### config.mk
export PLATFORM = sky130hd
export DESIGN_NAME = ifetch_flat
export DESIGN_NICKNAME = d
export VERILOG_FILES = /design/src/rtl/ifetch_if.sv /design/src/rtl/ifetch.sv /design/src/flat_wrapper.sv
export SDC_FILE = /design/constraint.sdc
export NUM_CORES = 1
export LEC_CHECK = 0
export ABC_AREA = 1
export BUFFER_PORTS_ARGS = -buffer_cell sky130_fd_sc_hd__buf_4
export CAP_MARGIN = 0
export CORE_UTILIZATION = 40
export DETAILED_ROUTE_END_ITERATION = 12
export PLACE_DENSITY_LB_ADDON = 0.3
export SYNTH_ARGS = -nofsm -noshare
export SYNTH_HDL_FRONTEND = slang
export SYNTH_SLANG_ARGS = --single-unit
### constraint.sdc
create_clock -name clk -period 1.6 [get_ports clk]
set_input_delay 0.32 -clock clk [delete_from_list [all_inputs] [get_ports clk]]
set_output_delay 0.32 -clock clk [all_outputs]
set_load 0.005 [all_outputs]
### src/rtl/ifetch_if.sv
// Fetch-stage bus bundle: instruction-memory req/gnt/rvalid channel plus the
// valid/ready channel that hands fetched instructions to decode.
interface ifetch_if #(
  parameter int WIDTH = 32
);
  logic             imem_req;
  logic [WIDTH-1:0] imem_addr;
  logic             imem_gnt;
  logic             imem_rvalid;
  logic [WIDTH-1:0] imem_rdata;
  logic             instr_valid;
  logic             instr_ready;
  logic [WIDTH-1:0] instr;
  logic [WIDTH-1:0] instr_pc;

  // Fetch stage side
  modport master (
    output imem_req, imem_addr, instr_valid, instr, instr_pc,
    input  imem_gnt, imem_rvalid, imem_rdata, instr_ready
  );

  // Memory/decode side
  modport slave (
    input  imem_req, imem_addr, instr_valid, instr, instr_pc,
    output imem_gnt, imem_rvalid, imem_rdata, instr_ready
  );
endinterface

### src/rtl/ifetch.sv
// Instruction fetch around the external PC register: one outstanding imem request,
// redirect flush, registered decode handoff. Optional counters under IFETCH_PERF_EN.
module ifetch #(
  parameter int WIDTH = 32,
  parameter int INCR  = 4
) (
  input  logic             clk,
  input  logic             nrst,
  input  logic [WIDTH-1:0] pc_in,
  output logic [WIDTH-1:0] pc_next,
  input  logic             redirect,
  input  logic [WIDTH-1:0] redirect_target,
  ifetch_if.master         bus
`ifdef IFETCH_PERF_EN
  ,
  output logic [31:0]      perf_fetched,
  output logic [31:0]      perf_stall
`endif
);

  typedef enum logic [2:0] {IDLE, REQ, WAIT, DROP, HOLD} state_t;

  localparam logic [WIDTH-1:0] INCR_W     = WIDTH'(INCR);
  localparam logic [WIDTH-1:0] ALIGN_MASK = {{(WIDTH-2){1'b1}}, 2'b00};

  state_t           state;
  logic             valid_q;
  logic [WIDTH-1:0] instr_q;
  logic [WIDTH-1:0] pc_q;

  assign bus.imem_req    = nrst && (state == REQ);
  assign bus.imem_addr   = pc_in;
  assign bus.instr_valid = valid_q;
  assign bus.instr       = instr_q;
  assign bus.instr_pc    = pc_q;

  // Redirect wins over the sequential advance; reset forces a hold.
  always_comb begin
    pc_next = pc_in;
    if (nrst) begin
      if (redirect)
        pc_next = redirect_target & ALIGN_MASK;
      else if (state == WAIT && bus.imem_rvalid)
        pc_next = pc_in + INCR_W;
    end
  end

  always_ff @(posedge clk) begin
    if (!nrst) begin
      state   <= IDLE;
      valid_q <= 1'b0;
      instr_q <= '0;
      pc_q    <= '0;
    end else begin
      case (state)
        IDLE: if (!redirect) state <= REQ;
        REQ: begin
          if (redirect)
            state <= bus.imem_gnt ? DROP : IDLE;
          else if (bus.imem_gnt)
            state <= WAIT;
        end
        WAIT: begin
          if (bus.imem_rvalid) begin
            if (redirect) begin
              state <= IDLE;
            end else begin
              state   <= HOLD;
              valid_q <= 1'b1;
              instr_q <= bus.imem_rdata;
              pc_q    <= pc_in;
            end
          end else if (redirect) begin
            state <= DROP;
          end
        end
        // Granted request whose response must be swallowed before refetching.
        DROP: if (bus.imem_rvalid) state <= IDLE;
        HOLD: begin
          if (redirect) begin
            state   <= IDLE;
            valid_q <= 1'b0;
          end else if (bus.instr_ready) begin
            state   <= REQ;
            valid_q <= 1'b0;
          end
        end
        default: begin
          state   <= IDLE;
          valid_q <= 1'b0;
        end
      endcase
    end
  end

`ifdef IFETCH_PERF_EN
  always_ff @(posedge clk) begin
    if (!nrst) begin
      perf_fetched <= '0;
      perf_stall   <= '0;
    end else begin
      if (state == WAIT && bus.imem_rvalid && !redirect)
        perf_fetched <= perf_fetched + 32'd1;
      if ((state == REQ && !bus.imem_gnt) ||
          ((state == WAIT || state == DROP) && !bus.imem_rvalid))
        perf_stall <= perf_stall + 32'd1;
    end
  end
`endif

endmodule

### src/flat_wrapper.sv
// flat-port wrapper written by rule: the top's interface ports become plain ports
module ifetch_flat 
#(
  parameter int WIDTH = 32,
  parameter int INCR  = 4
)
  (clk, nrst, pc_in, pc_next, redirect, redirect_target, bus_imem_req, bus_imem_addr, bus_instr_valid, bus_instr, bus_instr_pc, bus_imem_gnt, bus_imem_rvalid, bus_imem_rdata, bus_instr_ready);
  ifetch_if #(.WIDTH(WIDTH)) bus_i ();
  input  logic clk;
  input  logic nrst;
  input  logic [WIDTH-1:0] pc_in;
  output logic [WIDTH-1:0] pc_next;
  input  logic redirect;
  input  logic [WIDTH-1:0] redirect_target;
  output wire logic [$bits(bus_i.imem_req)-1:0] bus_imem_req;
  output wire logic [$bits(bus_i.imem_addr)-1:0] bus_imem_addr;
  output wire logic [$bits(bus_i.instr_valid)-1:0] bus_instr_valid;
  output wire logic [$bits(bus_i.instr)-1:0] bus_instr;
  output wire logic [$bits(bus_i.instr_pc)-1:0] bus_instr_pc;
  input wire logic [$bits(bus_i.imem_gnt)-1:0] bus_imem_gnt;
  input wire logic [$bits(bus_i.imem_rvalid)-1:0] bus_imem_rvalid;
  input wire logic [$bits(bus_i.imem_rdata)-1:0] bus_imem_rdata;
  input wire logic [$bits(bus_i.instr_ready)-1:0] bus_instr_ready;
  assign bus_imem_req = bus_i.imem_req;
  assign bus_imem_addr = bus_i.imem_addr;
  assign bus_instr_valid = bus_i.instr_valid;
  assign bus_instr = bus_i.instr;
  assign bus_instr_pc = bus_i.instr_pc;
  assign bus_i.imem_gnt = bus_imem_gnt;
  assign bus_i.imem_rvalid = bus_imem_rvalid;
  assign bus_i.imem_rdata = bus_imem_rdata;
  assign bus_i.instr_ready = bus_instr_ready;
  ifetch #(.WIDTH(WIDTH), .INCR(INCR)) u_core (.clk(clk), .nrst(nrst), .pc_in(pc_in), .pc_next(pc_next), .redirect(redirect), .redirect_target(redirect_target), .bus(bus_i));
endmodule
# Word level (Yosys, flattened, before mapping)
# Index checks and enable logic that the tools add are counted.
totals:
  reg_bits: 68
  in_bits: 102
  output_inout_bits: 130
  word_cells: 44
op_classes:
  addsub: 1
  n_eq_ne: 11
  muxes: 19
  bitwise_logic: 2
  n_reduce_logical: 7
ops:
  columns: ["cell", "n"]
  rows:
  - ["$mux 32", 3]
  - ["$add 32x3->32 const B", 1]
  - ["$mux 3", 9]
  - ["$pmux 3 s5", 1]
  - ["$ne 3x3->1 const B", 3]
  - ["$ne 2x2->1 const B", 4]
  - ["$eq 3x2->1 const B", 2]
  - ["$reduce_and 5->1", 1]
  - ["$mux 1", 4]
  - ["$reduce_and 4->1", 1]
  - ["$eq 3x1->1 const B", 1]
  - ["$eq 3x3->1 const B", 1]
  - ["$logic_not 3->1", 1]
  - ["$pmux 1 s3", 1]
  - ["$reduce_and 3->1", 1]
  - ["$reduce_or 3->1", 1]
  - ["$logic_and 1x1->1", 2]
  - ["$mux 2", 1]
  - ["$not 1->1", 2]

# Longest topological paths before layout
# Gate-level depths: netlist of the first run.
logic_depth:
  ltp_word: 5
  mapped_depth: 12
  ltp_nobuf: 12

# Least setup slack after synthesis of the first run
# OpenSTA, ideal clock, no wires.
synth_timing:
  kind: "input -> output"
  from: "in pc_in[2]"
  to: "out pc_next[12]"
  arrival_ps: 1330
  t_required_ps: 1280
  path_slack_ps: -50
  path_stages: 8
  path_buffers: 0
  path_cell_list: "ha_1 > nand2_1 > nor2_1 > nand3_1 > nor2_4 > xor2_1 > nor2_1 > o21ai_0"
synth_between:
  elab_chain_cells: 4
synth_rtl:
  columns: ["item", "line_no", "source"]
  rows:
  - ["from (decl)", "flat_wrapper.sv:11", "input logic [WIDTH-1:0] pc_in;"]
  - ["$add 32x3->32", "ifetch.sv:44", "pc_next = pc_in + INCR_W;"]
  - ["$mux 32", "ifetch.sv:43", "else if (state == WAIT && bus.imem_rvalid)"]
  - ["$mux 32", "ifetch.sv:41", "if (redirect)"]
  - ["$mux 32", "ifetch.sv:40", "if (nrst) begin"]
  - ["to (decl)", "flat_wrapper.sv:12", "output logic [WIDTH-1:0] pc_next;"]
# Every way passes these cells.

# Worst setup path in the final report of the first run
layout_timing:
  from: "reg u_core.state[0]"
  to: "out pc_next[2]"
layout_between:
  elab_chain_cells: 5
layout_rtl:
  columns: ["item", "line_no", "source"]
  rows:
  - ["from (decl)", "ifetch.sv:26", "state_t state;"]
  - ["from (signal assigned)", "ifetch.sv:59", "state <= bus.imem_gnt ? DROP : IDLE;"]
  - ["$eq 3x2->1", "ifetch.sv:43", null]
  - ["$logic_and 1x1->1", "ifetch.sv:43", null]
  - ["$mux 32", "ifetch.sv:43", null]
  - ["$mux 32", "ifetch.sv:41", null]
  - ["$mux 32", "ifetch.sv:40", null]
# Every way passes these cells.

==> metrics.md, run 1 <==
| Metric | Value |
|---|---|
| Die ar. | 11200 µm² |
| Register area share after synthesis | 0.315 |
| Hold Crit Depth | 3 |
| Top cells by instance count after synthesis | nor2_1 (187), nand2_1 (139), o21ai_0 (71), dfxtp_1 (68), nand3_1 (39) |
| Port Buffers | 229 |
| Sw Pwr | roughly 2.2 mW |
| Syn Nets | about 800 |
| Post-route cell area | around 8000 µm² |
| Primary FF master, synth | dfxtp_1 |
| IO Pins | roughly 230 |
| Period minus WS final | roughly 2.2 ns |
| GR Overflow Total | 0 |
| Vias | between 5000 and 6000 |
| Antenna Nets Post-Route | 0 |
| ANT cells | 0 |
| Clock sink count | 68 |
| Slew HR | 0.653 |
| Clk pwr share | 0.264 |
| Final std cells w/o fill | 1130 |
| Number of global-route vias before repair | roughly 5400 |
| Die W | about 110 µm |
| Avg Inst Size Synth | about 6.2 µm² |
| Post-synth ARST share | 0 |
| Max Slew Vio Count | 0 |
| Peak supply drop | 680 µV |
| Post-Syn Area | about 4300 µm² |
| Vias per Instance | approximately 5.1 |
| DRT iter0 DRCs | 365 |
| Total CTS buffers | 9 |
| Startpoint class of the critical path | flop |
| Clock Tree Buf Depth | 2 |
| Area grow syn2layout | 85.3% |
| Failing checks | negative setup slack |
| Core Rows | 37 |
| Hold Crit Class | primary input to flop |
| CTS clk-pin slew, worst paths | approximately 0.09 ns |
| Biggest area consumer among synthesized cells | dfxtp_1 |
| CORE AREA | slightly above 10000 µm² |
| Achievable Freq | 0.446 GHz |
| CP max FO | 7 |
| Synth Instances | around 690 |
| Share of power burned in registers | 0.319 |
| Final net count | roughly 1100 |
| Share of cells above drive strength 1 | 0.493 |
| Worst-skew pair later-pin latency | 0.35 ns |
| Post-synth EDFFs | 0 |
| Total GRT Usage | 0.306 |
| Placer Congestion | 0.924 |
| Pre-Repair DR Iteration Count | 5 |
| R2R setup slack | -0.53 ns |
| Initial antenna violation count | 0 |
| Sw frac | 0.342 |
| Die Y-Extent | 106 µm |
| Cts hold-fix bufs | 0 |
| Largest net degree at the start of global routing | 50 |
| DPL Wire Length | ~11000 µm |
| Clock root buffer | clkbuf_8 |
| Worst Path Arrival | about 1.9 ns |
| Fill count | around 780 |
| Tightest Pin Transition | 0.520 ns |
| Cell Pwr Density | about 800 nW/µm² |
| First-pass GRT wire length | around 27000 µm |
| Synth Warn # | 0 |
| Largest cells by area after synthesis | dfxtp_1 (32%), nor2_1 (16%), nand2_1 (12%) |
| Initial core utilization | 0.416 |
| CTS tree | built |
| Final WS setup | -0.644 ns |
| Synth cell types | 36 |
| Pleak | about 3.8 nW |
| Final WL | approximately 19000 µm |
| Post-synth top area share | 0.315 |
| # DRC | 0 |
| # placed instances | ~1100 |
| Tcrit/Tclk final | 1.40 |
| Outcome | complete, but fails checks |
| Combinational fraction of design power | 0.417 |
| Kind of critical path | flop to primary output |
| Crit. End Element | primary output |
| Routed WL per cell | roughly 17 µm |
| Clk_skew | about 0.018 ns |
| Worst-case reg-to-reg path depth | 14 |
| Fin. Hold Viols | 0 |
| Max Cap Violations | 0 |
| Synth Register Bits | 68 |
| Final setup fails | between 80 and 90 |
| RSZ-0062 raised after global routing | true |
| Critical Path RT | about 1.3 ns |
| Internal power | between 4 and 5 mW |
| Htree depth | 3 |
| Count leader, synth | nor2_1 |
| Placement Cell Area | 6490 µm² |
-- path summary, 6_finish.rpt --
| kind | from | to |
|---|---|---|
| hold / removal | bus_imem_rdata[2] | u_core.bus.instr[2] |
| setup reg to reg | u_core.state[0] | u_core.bus.instr_pc[2] |
| hold reg to reg | u_core.bus.instr_pc[10] | u_core.bus.instr_pc[10] |
| setup / recovery | u_core.state[0] | pc_next[2] |
-- through the flow --
| stage | total power [mW] | hold WS (ns) | setup TNS, ns | setup slack, ns | utilization |
|---|---|---|---|---|---|
| finish | 6.44 | 0.185 | -22.12 | -0.644 | 0.771 |
| global route | 6.73 | 0.184 | -29.55 | -0.749 | 0.771 |
| floorplan | 2.90 | 0.437 | 0 | 0.0171 | - |
| detailed placement | 3.95 | 0.467 | -10.65 | -0.397 | 0.626 |
| global placement | 3.94 | 0.464 | -9.84 | -0.376 | 0.626 |
| CTS | 6.04 | 0.175 | -24.92 | -0.603 | 0.723 |
-- critical path, cell delays in order, from the launching register on --
cell and delay (ns):
dfxtp_2 0.36, nor2_4 0.14, nand3_4 0.21, nor2_8 0.25, inv_4 0.06, nor3_2 0.12, inv_1 0.11, o21ai_1 0.12
a21oi_1 0.06, buf_4 0.14
-- layout make-up --
type | count | area (µm²) | share of cell area
Inverter | 38 | 148 | 0.0185
Clock buffer | 10 | 138 | 0.0172
Clock inverter | 6 | 93.8 | 0.0117
Multi-Input combinational cell | 521 | 3020 | 0.378
Tap cell | 136 | 170 | 0.0213
Sequential cell | 68 | 1370 | 0.171
Timing Repair Buffer | 351 | 3060 | 0.383
-- placed cells by master, fill, tap and decap left out, types with 16 or more instances in the layout --
master	Yosys	routed
a21oi_1	18	16
buf_4	34	308
buf_6	4	20
dfxtp_1	68	65
inv_1	36	35
nand2_1	139	133
nand3_1	39	30
nor2_1	187	127
nor2_4	6	61
o21ai_0	71	29
o21ai_1	13	37
o21ai_2	0	17
-- layer usage --
layer,GRT usage,wire (µm)
met5,0,0
met4,0.100,400
met3,0.0860,1560
met2,0.518,9420
met1,0.372,7620
-- power groups by stage --
stage / sequential (mW) / combinational [mW] / clock [mW]
floorplan: 2.07 / 0.831 / 0
global placement: 2.06 / 1.88 / 0
detailed placement: 2.06 / 1.88 / 0
CTS: 2.03 / 2.32 / 1.69
global route: 2.08 / 2.87 / 1.78
finish: 2.05 / 2.68 / 1.70
-- cells by family (layout without fill, tap and decap cells) --
group           count (synthesis)  count (layout)  synth area share
xor+xnor                       10              10            0.0203
buf+inv                       103             405             0.135
compound gates                112             112             0.135
flops                          68              68             0.315
simple gates                  398             398             0.391
fa+ha+maj                       1               1           0.00290
-- sequential cells by signal (all words and copies together), names as in the netlist --
name                    flops
u_core.state                3
u_core.bus.instr_pc        32
u_core.bus.instr           32
u_core.bus.instr_valid      1
-- what timing repair did --
action,in CTS,in global routing
setup endpoints to repair,74,95
cloned,10,5
pin swaps,11,34
buffers inserted,14,10
resized for setup,120,133
Note: power is estimated with default switching activity, not from simulation.
==> run 2, diff against run 1 <==
RECOVER_POWER = 100   (was not set)
==> run 2 against run 1 <==
  * The run still ends with negative setup slack left
  * Core utilization down 1.5 points
  * First-iteration DRC count down 0.82%
  * Sequential share of layout area up 0.34 points
  * Clock-buffer cell count unchanged
  * Clock power about the same
  * Cell count unchanged
  * Combinational power down 3%
  * Largest cell class is now multi-input gates
  * Largest power group unchanged
==> metrics.md, run 2 (synthesized netlist as in run 1, its figures left out) <==
| Metric | Value |
|---|---|
| Sw frac | 0.344 (+0.00288) |
| Die ar. | 11200 µm² (unchanged) |
| Clk_skew | 0.0172 ns (-0.000455 ns) |
| Outcome | complete, but fails checks |
| Area grow syn2layout | 81.6% |
| Clock root buffer | clkbuf_8 |
| Total GRT Usage | 0.306 (unchanged) |
| Tcrit/Tclk final | 1.40 (about the same) |
| Largest net degree at the start of global routing | 50 (unchanged) |
| Register area | 1370 µm² (unchanged) |
| Pre-Repair DR Iteration Count | 7 (+2) |
| Port Buffers | 229 (unchanged) |
| Htree depth | 3 (unchanged) |
| Peak supply drop | 664 µV (-2.4%) |
| Share of the core filled with cells | 0.756 (-0.0152) |
| Share of power burned in registers | 0.323 (+0.004) |
| Min Hold Slack | 0.184 ns (-0.00157 ns) |
| Crit. End Element | primary output |
| Tightest Pin Transition | 0.516 ns (-0.00481 ns) |
| Commonest non-fill, non-tap cell in the layout | buf_4 |
| Vias per Instance | 5.06 (-0.33%) |
| Startpoint class of the critical path | flop |
| Max Slew Vio Count | 0 (unchanged) |
| Slew HR | 0.656 (+0.00321) |
| # placed instances | 1081 (unchanged) |
| Setup TNS | -22.45 ns (-0.327 ns) |
| CP max FO | 7 (unchanged) |
| Worst Path Arrival | 1.92 ns (about the same) |
| Placer Congestion | 0.924 (unchanged) |
| Die Y-Extent | 106 µm (unchanged) |
| M1 GR Usage | 0.372 (unchanged) |
| Post-route cell area | 7840 µm² (-2.0%) |
| CORE AREA | 10400 µm² (unchanged) |
| DRT iter0 DRCs | 362 (-0.82%) |
| Die W | 106 µm (unchanged) |
| Hold_sp | bus_imem_rdata[2] |
| Fill count | 831 (+6.8%) |
| Sw Pwr | 2.19 mW (-0.51%) |
| Reg2reg start | u_core.state[0] |
| Commonest cells after routing, fill and taps aside | buf_4 (214), nand2_1 (133), nor2_1 (127) |
| Met3 global-route usage | 0.0860 (unchanged) |
| Antenna Nets Post-Route | 0 (unchanged) |
| Initial core utilization | 0.416 (unchanged) |
| Final WL | 18900 µm (-0.49%) |
| Area of the multi-input gates | 3020 µm² (unchanged) |
| Number of global-route vias before repair | 5355 (unchanged) |
| Fin. Hold Viols | 0 (unchanged) |
| Share of cells above drive strength 1 | 0.451 (-0.0423) |
| Placement Cell Area | 6490 µm² (unchanged) |
| Total CTS buffers | 9 (unchanged) |
| CTS tree | built |
| Final setup fails | 86 (unchanged) |
| Pleak | 3.62 nW (-5.0%) |
| Final WS setup | -0.644 ns (+0.0000570 ns) |
| Internal power | 4.17 mW (-1.8%) |
| Vias | 5722 (-0.33%) |
| Cts hold-fix bufs | 0 (unchanged) |
| CTS clk-pin slew, worst paths | 0.09 ns (about the same) |
| Final net count | 1092 (unchanged) |
| Final std cells w/o fill | 1130 (unchanged) |
| Kind of critical path | flop to primary output |
| Global routing's busiest layer | met2 |
| Cell Pwr Density | 811 nW/µm² (+0.65%) |
| Failing checks | negative setup slack |
| Clock sink count | 68 (unchanged) |
| Worst-case reg-to-reg path depth | 14 (unchanged) |
| Hold Crit Depth | 3 (unchanged) |
| Critical Path RT | 1.28 ns (about the same) |
| Period minus WS final | 2.24 ns (-0.0000570 ns) |
| Grt met2 use | 0.518 (unchanged) |
| First-pass GRT wire length | 26900 µm (unchanged) |
| ANT cells | 0 (unchanged) |
| RSZ-0062 raised after global routing | true |
| Clk pwr share | 0.267 (+0.003) |
| CP Launch Point | u_core.state[0] |
| Initial antenna violation count | 0 (unchanged) |
| # DRC | 0 (unchanged) |
| Achievable Freq | 0.446 GHz (about the same) |
| DPL Wire Length | 11500 µm (unchanged) |
| Max Cap Violations | 0 (unchanged) |
| Clock Tree Buf Depth | 2 (unchanged) |
| Combinational fraction of design power | 0.411 (-0.006) |
| GR Overflow Total | 0 (unchanged) |
| Hold Crit Class | primary input to flop |
| Routed WL per cell | 16.7 µm (-0.49%) |
| Core Rows | 37 (unchanged) |
| Worst-skew pair later-pin latency | 0.36 ns (about the same) |
| IO Pins | 232 (unchanged) |
-- run 2: cell count changes in the layout (fill, tap and decap cells not counted) --
cell      before  now
clkbuf_4       0   52
buf_4        308  214
clkbuf_1       0   42
-- run 2: critical path, stage by stage, from the launching register on --
cell	delay [ns]
dfxtp_2	0.36
nor2_4	0.14
nand3_4	0.21
nor2_8	0.25
inv_4	0.06
nor3_2	0.12
inv_1	0.11
o21ai_1	0.12
a21oi_1	0.06
buf_4	0.14
-- run 2: routing by layer --
layer / share of wire / vias to the layer above
met5: 0 / -
met4: 0.023 / 0
met3: 0.077 / 34
met2: 0.49 / 288
met1: 0.40 / 2612
li1: - / 2788
-- run 2: cell type report --
cell class / instances / share of cell area
clock buffer: 10 / 0.0176
clock inverter: 6 / 0.0120
inverter: 38 / 0.0188
multi-input combinational: 521 / 0.385
sequential: 68 / 0.174
tap: 136 / 0.0217
timing repair buffer: 351 / 0.371
-- run 2: worst paths after layout --
path | endpoint | slack, ns
setup reg to reg | u_core.bus.instr_pc[2] | -0.52
hold / removal | u_core.bus.instr[2] | 0.18
setup / recovery | pc_next[2] | -0.64
hold reg to reg | u_core.bus.instr_pc[10] | 0.49
-- run 2: power groups by stage --
| stage | Combinational [mW] | Sequential (mW) | Clock, mW |
|---|---|---|---|
| 2_1_floorplan | 0.831 | 2.07 | 0 |
| 3_3_place_gp | 1.88 | 2.06 | 0 |
| 3_5_place_dp | 1.88 | 2.06 | 0 |
| 4_1_cts | 2.32 | 2.03 | 1.69 |
| 5_1_grt | 2.79 | 2.07 | 1.78 |
| 6_report | 2.61 | 2.05 | 1.70 |
-- run 2: repair_timing --
action / 4_1_cts / 5_1_grt
resized for setup: 120 / 133
setup buffers: 14 / 10
endpoints found under the setup margin: 74 / 95
pin swaps: 11 / 34
gates cloned: 10 / 5
-- run 2: metrics by stage --
step	power [mW]	setup WS, ns
global placement	3.94	-0.376
floorplan	2.90	0.0171
global route	6.65	-0.749
detailed placement	3.95	-0.397
CTS	6.04	-0.603
finish	6.36	-0.644
